===== src/rtl/vga_tile_renderer_if.sv =====
// Board-memory read port shared by the tile renderer and the BMEM.
interface vga_tile_renderer_if;
  logic       bmem_re;
  logic [9:0] bmem_raddr;
  logic [3:0] bmem_rdata;

  modport master (
    output bmem_re,
    output bmem_raddr,
    input  bmem_rdata
  );

  modport slave (
    input  bmem_re,
    input  bmem_raddr,
    output bmem_rdata
  );
endinterface


===== src/rtl/vga_tile_renderer.sv =====
// VGA tile renderer: BMEM read, palette/grid mapping and pixel-aligned
// sync/RGB outputs, three clocks behind the scan position.
`ifndef HACTIVE
`define HACTIVE 640
`endif
`ifndef HFULLSCAN
`define HFULLSCAN 800
`endif
`ifndef VACTIVE
`define VACTIVE 480
`endif
`ifndef VFULLSCAN
`define VFULLSCAN 525
`endif

module vga_tile_renderer #(
  parameter int HACTIVE     = `HACTIVE,
  parameter int HFULLSCAN   = `HFULLSCAN,
  parameter int VACTIVE     = `VACTIVE,
  parameter int VFULLSCAN   = `VFULLSCAN,
  parameter int HSYNC_START = 656,
  parameter int HSYNC_END   = 752,
  parameter int VSYNC_START = 490,
  parameter int VSYNC_END   = 492,
  parameter int BLOCK       = 20,
  parameter bit GRIDLINES   = 1'b1
) (
  input  logic                clk,
  input  logic                reset,
  input  logic [9:0]          row,
  input  logic [9:0]          col,
  input  logic                re,
  input  logic [9:0]          raddr,
  input  logic                updateoutput,
  vga_tile_renderer_if.master bmem,
  output logic                hsync,
  output logic                vsync,
  output logic [3:0]          red,
  output logic [3:0]          green,
  output logic [3:0]          blue
);

  typedef struct packed {
    logic       vld;
    logic       act;
    logic       upd;
    logic [9:0] row;
    logic [9:0] col;
  } pos_t;

  typedef enum logic {
    WAIT_FRAME,
    RUN
  } state_t;

  localparam logic [9:0] HACT  = 10'(HACTIVE);
  localparam logic [9:0] HLAST = 10'(HFULLSCAN - 1);
  localparam logic [9:0] VACT  = 10'(VACTIVE);
  localparam logic [9:0] VLAST = 10'(VFULLSCAN - 1);
  localparam logic [9:0] HSS   = 10'(HSYNC_START);
  localparam logic [9:0] HSE   = 10'(HSYNC_END);
  localparam logic [9:0] VSS   = 10'(VSYNC_START);
  localparam logic [9:0] VSE   = 10'(VSYNC_END);
  localparam logic [4:0] BLAST = 5'(BLOCK - 1);

  pos_t        s0_d;
  pos_t        s0_q;
  pos_t        s1_q;
  logic        issue;
  logic        rd_q;
  logic        oob_q;
  logic [3:0]  tile_d;
  logic [3:0]  tile_q;
  logic [4:0]  xoff_d;
  logic [4:0]  xoff_q;
  logic [4:0]  yoff_d;
  logic [4:0]  yoff_q;
  logic        grid;
  logic        start;
  logic        hsync_d;
  logic        hsync_q;
  logic        vsync_d;
  logic        vsync_q;
  logic [11:0] pal;
  logic [11:0] pix_d;
  logic [11:0] rgb_q;
  state_t      st_q;

  always_comb begin
    issue    = re && !reset && (raddr[9:5] < 5'd24);
    s0_d.vld = 1'b1;
    s0_d.act = (row < HACT) && (col < VACT);
    s0_d.upd = updateoutput;
    s0_d.row = row;
    s0_d.col = col;
  end

  assign bmem.bmem_re    = issue;
  assign bmem.bmem_raddr = reset ? 10'd0 : raddr;

  // Offsets advance with the position moving into S1, so they align with s1_q.
  always_comb begin
    tile_d = tile_q;
    if (rd_q) begin
      tile_d = bmem.bmem_rdata;
    end else if (oob_q) begin
      tile_d = 4'd0;
    end
    xoff_d = (xoff_q == BLAST) ? 5'd0 : xoff_q + 5'd1;
    if (s0_q.row == 10'd0) begin
      xoff_d = 5'd0;
    end
    yoff_d = yoff_q;
    if (s1_q.row == HLAST) begin
      yoff_d = (yoff_q == BLAST) ? 5'd0 : yoff_q + 5'd1;
      if (s0_q.col == 10'd0 || s1_q.col == VLAST) begin
        yoff_d = 5'd0;
      end
    end
  end

  always_comb begin
    grid = GRIDLINES && (xoff_q == 5'd0 || yoff_q == 5'd0);
    pal  = 12'hF0F;
    unique case (1'b1)
      tile_q == 4'd0 && grid:  pal = 12'h222;
      tile_q == 4'd0 && !grid: pal = 12'h000;
      tile_q == 4'd1:          pal = 12'h0F0;
      tile_q == 4'd2:          pal = 12'h0A0;
      tile_q == 4'd3:          pal = 12'hF00;
      tile_q == 4'd4:          pal = 12'h888;
      tile_q >= 4'd5:          pal = 12'hF0F;
    endcase
    pix_d = rgb_q;
    if (!s1_q.act) begin
      pix_d = 12'h000;
    end else if (s1_q.upd) begin
      pix_d = pal;
    end
    start = s1_q.vld && s1_q.row == 10'd0
            && s1_q.col == 10'd0;
    hsync_d = !(s1_q.vld && s1_q.row >= HSS
                && s1_q.row < HSE);
    vsync_d = !(s1_q.vld && s1_q.col >= VSS
                && s1_q.col < VSE);
  end

  always_ff @(posedge clk) begin
    if (reset) begin
      s0_q   <= '0;
      s1_q   <= '0;
      rd_q   <= 1'b0;
      oob_q  <= 1'b0;
      tile_q <= 4'd0;
      xoff_q <= 5'd0;
      yoff_q <= 5'd0;
    end else begin
      s0_q   <= s0_d;
      s1_q   <= s0_q;
      rd_q   <= issue;
      oob_q  <= re && !issue;
      tile_q <= tile_d;
      xoff_q <= xoff_d;
      yoff_q <= yoff_d;
    end
  end

  // The frame-start pixel itself is already rendered.
  always_ff @(posedge clk) begin
    if (reset) begin
      st_q    <= WAIT_FRAME;
      hsync_q <= 1'b1;
      vsync_q <= 1'b1;
      rgb_q   <= 12'h000;
    end else begin
      hsync_q <= hsync_d;
      vsync_q <= vsync_d;
      unique case (st_q)
        WAIT_FRAME: begin
          rgb_q <= start ? pix_d : 12'h000;
          if (start) begin
            st_q <= RUN;
          end
        end
        RUN: rgb_q <= pix_d;
      endcase
    end
  end

  assign hsync = hsync_q;
  assign vsync = vsync_q;
  assign red   = rgb_q[11:8];
  assign green = rgb_q[7:4];
  assign blue  = rgb_q[3:0];

endmodule


===== src/flat_wrapper.sv =====
// flat-port wrapper written by rule: the top's interface ports become plain ports
module vga_tile_renderer_flat 
#(
  parameter int HACTIVE     = `HACTIVE,
  parameter int HFULLSCAN   = `HFULLSCAN,
  parameter int VACTIVE     = `VACTIVE,
  parameter int VFULLSCAN   = `VFULLSCAN,
  parameter int HSYNC_START = 656,
  parameter int HSYNC_END   = 752,
  parameter int VSYNC_START = 490,
  parameter int VSYNC_END   = 492,
  parameter int BLOCK       = 20,
  parameter bit GRIDLINES   = 1'b1
)
  (clk, reset, row, col, re, raddr, updateoutput, hsync, vsync, red, green, blue, bmem_bmem_re, bmem_bmem_raddr, bmem_bmem_rdata);
  vga_tile_renderer_if bmem_i ();
  input  logic clk;
  input  logic reset;
  input  logic [9:0] row;
  input  logic [9:0] col;
  input  logic re;
  input  logic [9:0] raddr;
  input  logic updateoutput;
  output logic hsync;
  output logic vsync;
  output logic [3:0] red;
  output logic [3:0] green;
  output logic [3:0] blue;
  output wire logic [$bits(bmem_i.bmem_re)-1:0] bmem_bmem_re;
  output wire logic [$bits(bmem_i.bmem_raddr)-1:0] bmem_bmem_raddr;
  input wire logic [$bits(bmem_i.bmem_rdata)-1:0] bmem_bmem_rdata;
  assign bmem_bmem_re = bmem_i.bmem_re;
  assign bmem_bmem_raddr = bmem_i.bmem_raddr;
  assign bmem_i.bmem_rdata = bmem_bmem_rdata;
  vga_tile_renderer #(.HACTIVE(HACTIVE), .HFULLSCAN(HFULLSCAN), .VACTIVE(VACTIVE), .VFULLSCAN(VFULLSCAN), .HSYNC_START(HSYNC_START), .HSYNC_END(HSYNC_END), .VSYNC_START(VSYNC_START), .VSYNC_END(VSYNC_END), .BLOCK(BLOCK), .GRIDLINES(GRIDLINES)) u_core (.clk(clk), .reset(reset), .row(row), .col(col), .re(re), .raddr(raddr), .updateoutput(updateoutput), .bmem(bmem_i), .hsync(hsync), .vsync(vsync), .red(red), .green(green), .blue(blue));
endmodule

===== config.mk =====
export PLATFORM = sky130hd
export DESIGN_NAME = vga_tile_renderer_flat
export DESIGN_NICKNAME = d
export VERILOG_FILES = /design/src/rtl/vga_tile_renderer_if.sv /design/src/rtl/vga_tile_renderer.sv /design/src/flat_wrapper.sv
export SDC_FILE = /design/constraint.sdc
export NUM_CORES = 1
export LEC_CHECK = 0
export ABC_AREA = 1
export CORE_MARGIN = 2
export CORE_UTILIZATION = 35
export CTS_BUF_LIST = sky130_fd_sc_hd__clkbuf_8
export DETAILED_ROUTE_END_ITERATION = 7
export GPL_TIMING_DRIVEN = 1
export SYNTH_ARGS = -nofsm -noshare
export SYNTH_HDL_FRONTEND = slang
export SYNTH_SLANG_ARGS = --single-unit

===== constraint.sdc =====
create_clock -name clk -period 1.04 [get_ports clk]
set_input_delay 0.104 -clock clk [delete_from_list [all_inputs] [get_ports clk]]
set_output_delay 0.104 -clock clk [all_outputs]
set_load 0.1 [all_outputs]

==> flow_summary.ini <==
[route]
drt_iter0_markers = 82
first_pass_iters = 4
vias = 2488
viasPerCell = 4.17
ant_nets = 0
routed_wl_mm = 5.91
drc = 0
wl_per_cell_um = 9.90

[floorplanning]
initial_core_util_pct = 35.6
dieArea_um2 = 9010
chipWidth_um = 94.9
pin_count = 63
die_h_um = 94.9
rows = 33
core_um2 = 8130

[power_and_ir_drop]
p_sw_share_pct = 24.7
ir_drop_v = 0.000888
p_leak_nw = 2.01
pwr-share-clk_pct = 38.2
combPwrFrac_pct = 13.8
powerDensity_nw_per_um2 = 1400
p_sw_mw = 1.60
power.internal_mw = 4.88
pwr-share-seq_pct = 48.0

[cts]
cts-htree-levels = 3
cts_root_buffer = clkbuf_8
clk-insertion-delay-late_ns = 0.34
clk_pin_slew_ns = 0.08
cts_buffer_depth = 2
cts_buffers = 9
postCtsHoldBufs = 0
cts_sinks = 77
tritoncts = yes

[run_status]
violations = setup timing
status = complete, but fails checks

[timing]
finClkSkew_ns = 0.00878
layout_setup_ws_ns = -0.168
period_needed_ns = 1.21
slew_violations = 0
hold_viol = 0
whs_ns = 0.173
tightest_slew_ns = 0.353
rsz0062_at_grt = yes
setup_violations = 19
clock.fmax_mhz = 828
slew_headroom_pct = 76.5
setup_tns_ns = -2.46
fin_crit_sh_pct = 116

[place]
dpl_worst_slack_ns = -0.313
dp_hpwl_mm = 4.23
gp_congestion = 0.831
portBuffers = 62
dpl_cell_area_um2 = 4280

[min_path]
hold_path_class = in2reg

[grt]
grt_pass1_vias = 2241
grt_start_max_net_pins = 43
antenna_found_initial = 0
grtUsageTotal_pct = 14.1
grt_overflow_total = 0
grt_pass1_wl_mm = 9.77

[critical_path]
crit_family = simple AND/OR/NAND/NOR gates
arrival_ns = 1.49
slowest_stage = dfxtp_1
worstSetupPathType = reg2reg
path_buf_inv = 0
critPathMaxFanout = 6
critPathLaunchType = flip-flop
cp.required_ns = 1.32
cpMostUsedCell = nor2_1
crit_chain = nor2_1 > nand3_1 > nor2_1 > nand3_1 > nand2_2 > nand3_4 > nor2_1
setup.worst_path.end_class = flip-flop
max_stage_delay_ns = 0.32

[synth]
yosysWarnings = 0
synth_area_um2 = 2890
synth_seq_cells = 77
ys_seq_area_share_pct = 53.3
yosysUniqueCellTypes = 26
synth.avg_cell_area_um2 = 7.50
synth_fp_nets = 428
synth_cells = 386

[job]
drv_cap = 0

[finish]
area_growth_pct = 59.7
diodes = 0
drive_above_1_share_pct = 28.5
nFillCells = 708
final_common_cell = nor2_1
final_area_um2 = 4620
final_nets = 530
final_cell_mix = nor2_1, inv_1, dfxtp_1, buf_4, nand2_1
power by group through the flow:
stage	Sequential, mW	Clock [mW]	Combinational, mW
finish	3.11	2.47	0.892
global route	3.12	2.65	0.975
CTS	3.11	2.55	0.890
detailed placement	3.17	0	0.880
global placement	3.17	0	0.870
floorplan	3.17	0	0.476
stage by stage:
step,power (mW),utilization [%],std cells
after detailed placement,4.05,52.6,579
final,6.48,56.8,597
after global placement,4.04,52.6,579
after global routing,6.75,56.8,597
after floorplan,3.64,-,386
after CTS,6.54,56.2,597
sequential cells by signal, indices dropped and copies added, names as in the netlist:
register / flops
u_core.hsync: 1
u_core.tile_q: 4
u_core.st_q: 1
u_core.xoff_q: 5
u_core.rgb_q: 12
u_core.oob_q: 1
u_core.vsync: 1
u_core.rd_q: 1
u_core.yoff_q: 5
u_core.s0_q: 23
u_core.s1_q: 23
worst paths after layout:
kind	startpoint	slack (ns)	end	cells past startpoint
min	raddr[9]	0.17	u_core.rd_q	2
min reg2reg	u_core.s0_q[20]	0.40	u_core.s1_q[20]	2
max	u_core.s1_q[5]	-0.17	u_core.rgb_q[5]	7
max reg2reg	u_core.s1_q[5]	-0.17	u_core.rgb_q[5]	7
layout make-up:
| type | instances | area [µm²] | share of cell area, % |
|---|---|---|---|
| repair buffers | 100 | 1180 | 25.6 |
| clock buffers | 10 | 138 | 2.98 |
| well taps | 105 | 131 | 2.84 |
| flip-flops and latches | 77 | 1570 | 33.9 |
| inverters | 82 | 320 | 6.93 |
| multi-input cells | 218 | 1200 | 25.9 |
| clock inverters | 5 | 83.8 | 1.81 |
cells in the mapped netlist, drive strengths merged:
cell    number  area [µm²]
ha           4        50.1
xnor2        2        17.5
inv         82         308
nor2       102         385
a211oi       2        15.0
a21oi       14        70.1
nand2       36         138
nor4         2        12.5
xor2         3        26.3
buf          6        31.3
nor3         5        25.0
o21ai       11        55.1
o21a         1        7.51
nand4        6        37.5
a21boi       1        7.51
dfxtp       77        1540
or2          2        12.5
clkbuf       4        15.0
nor3b        1        7.51
nand3       24         125
o22ai        1        6.26
timing repair:
item	4_1_cts	5_1_grt
endpoints found under the hold margin	0	0
setup buffers	3	0
endpoints found under the setup margin	25	29
cloned	1	0
gates resized for setup	26	14
pin swaps	18	19
per-layer routing:
layer	track usage, %	up-vias	share of wire [%]
met2	23.3	36	48
met3	4.07	9	2.7
met4	6.52	0	1.7
li1	-	1366	-
met5	0	-	0
met1	16.9	1077	47
logic make-up after synthesis:
family | after synthesis | share of synthesized area, %
buffers and inverters | 92 | 12.2
AO/OA/AOI/OAI | 30 | 5.58
XOR/XNOR | 5 | 1.51
adder cells (fa/ha/maj) | 4 | 1.73
flip-flops | 77 | 53.3
AND/OR/NAND/NOR | 178 | 25.7
(Power assumes the default switching activity.)
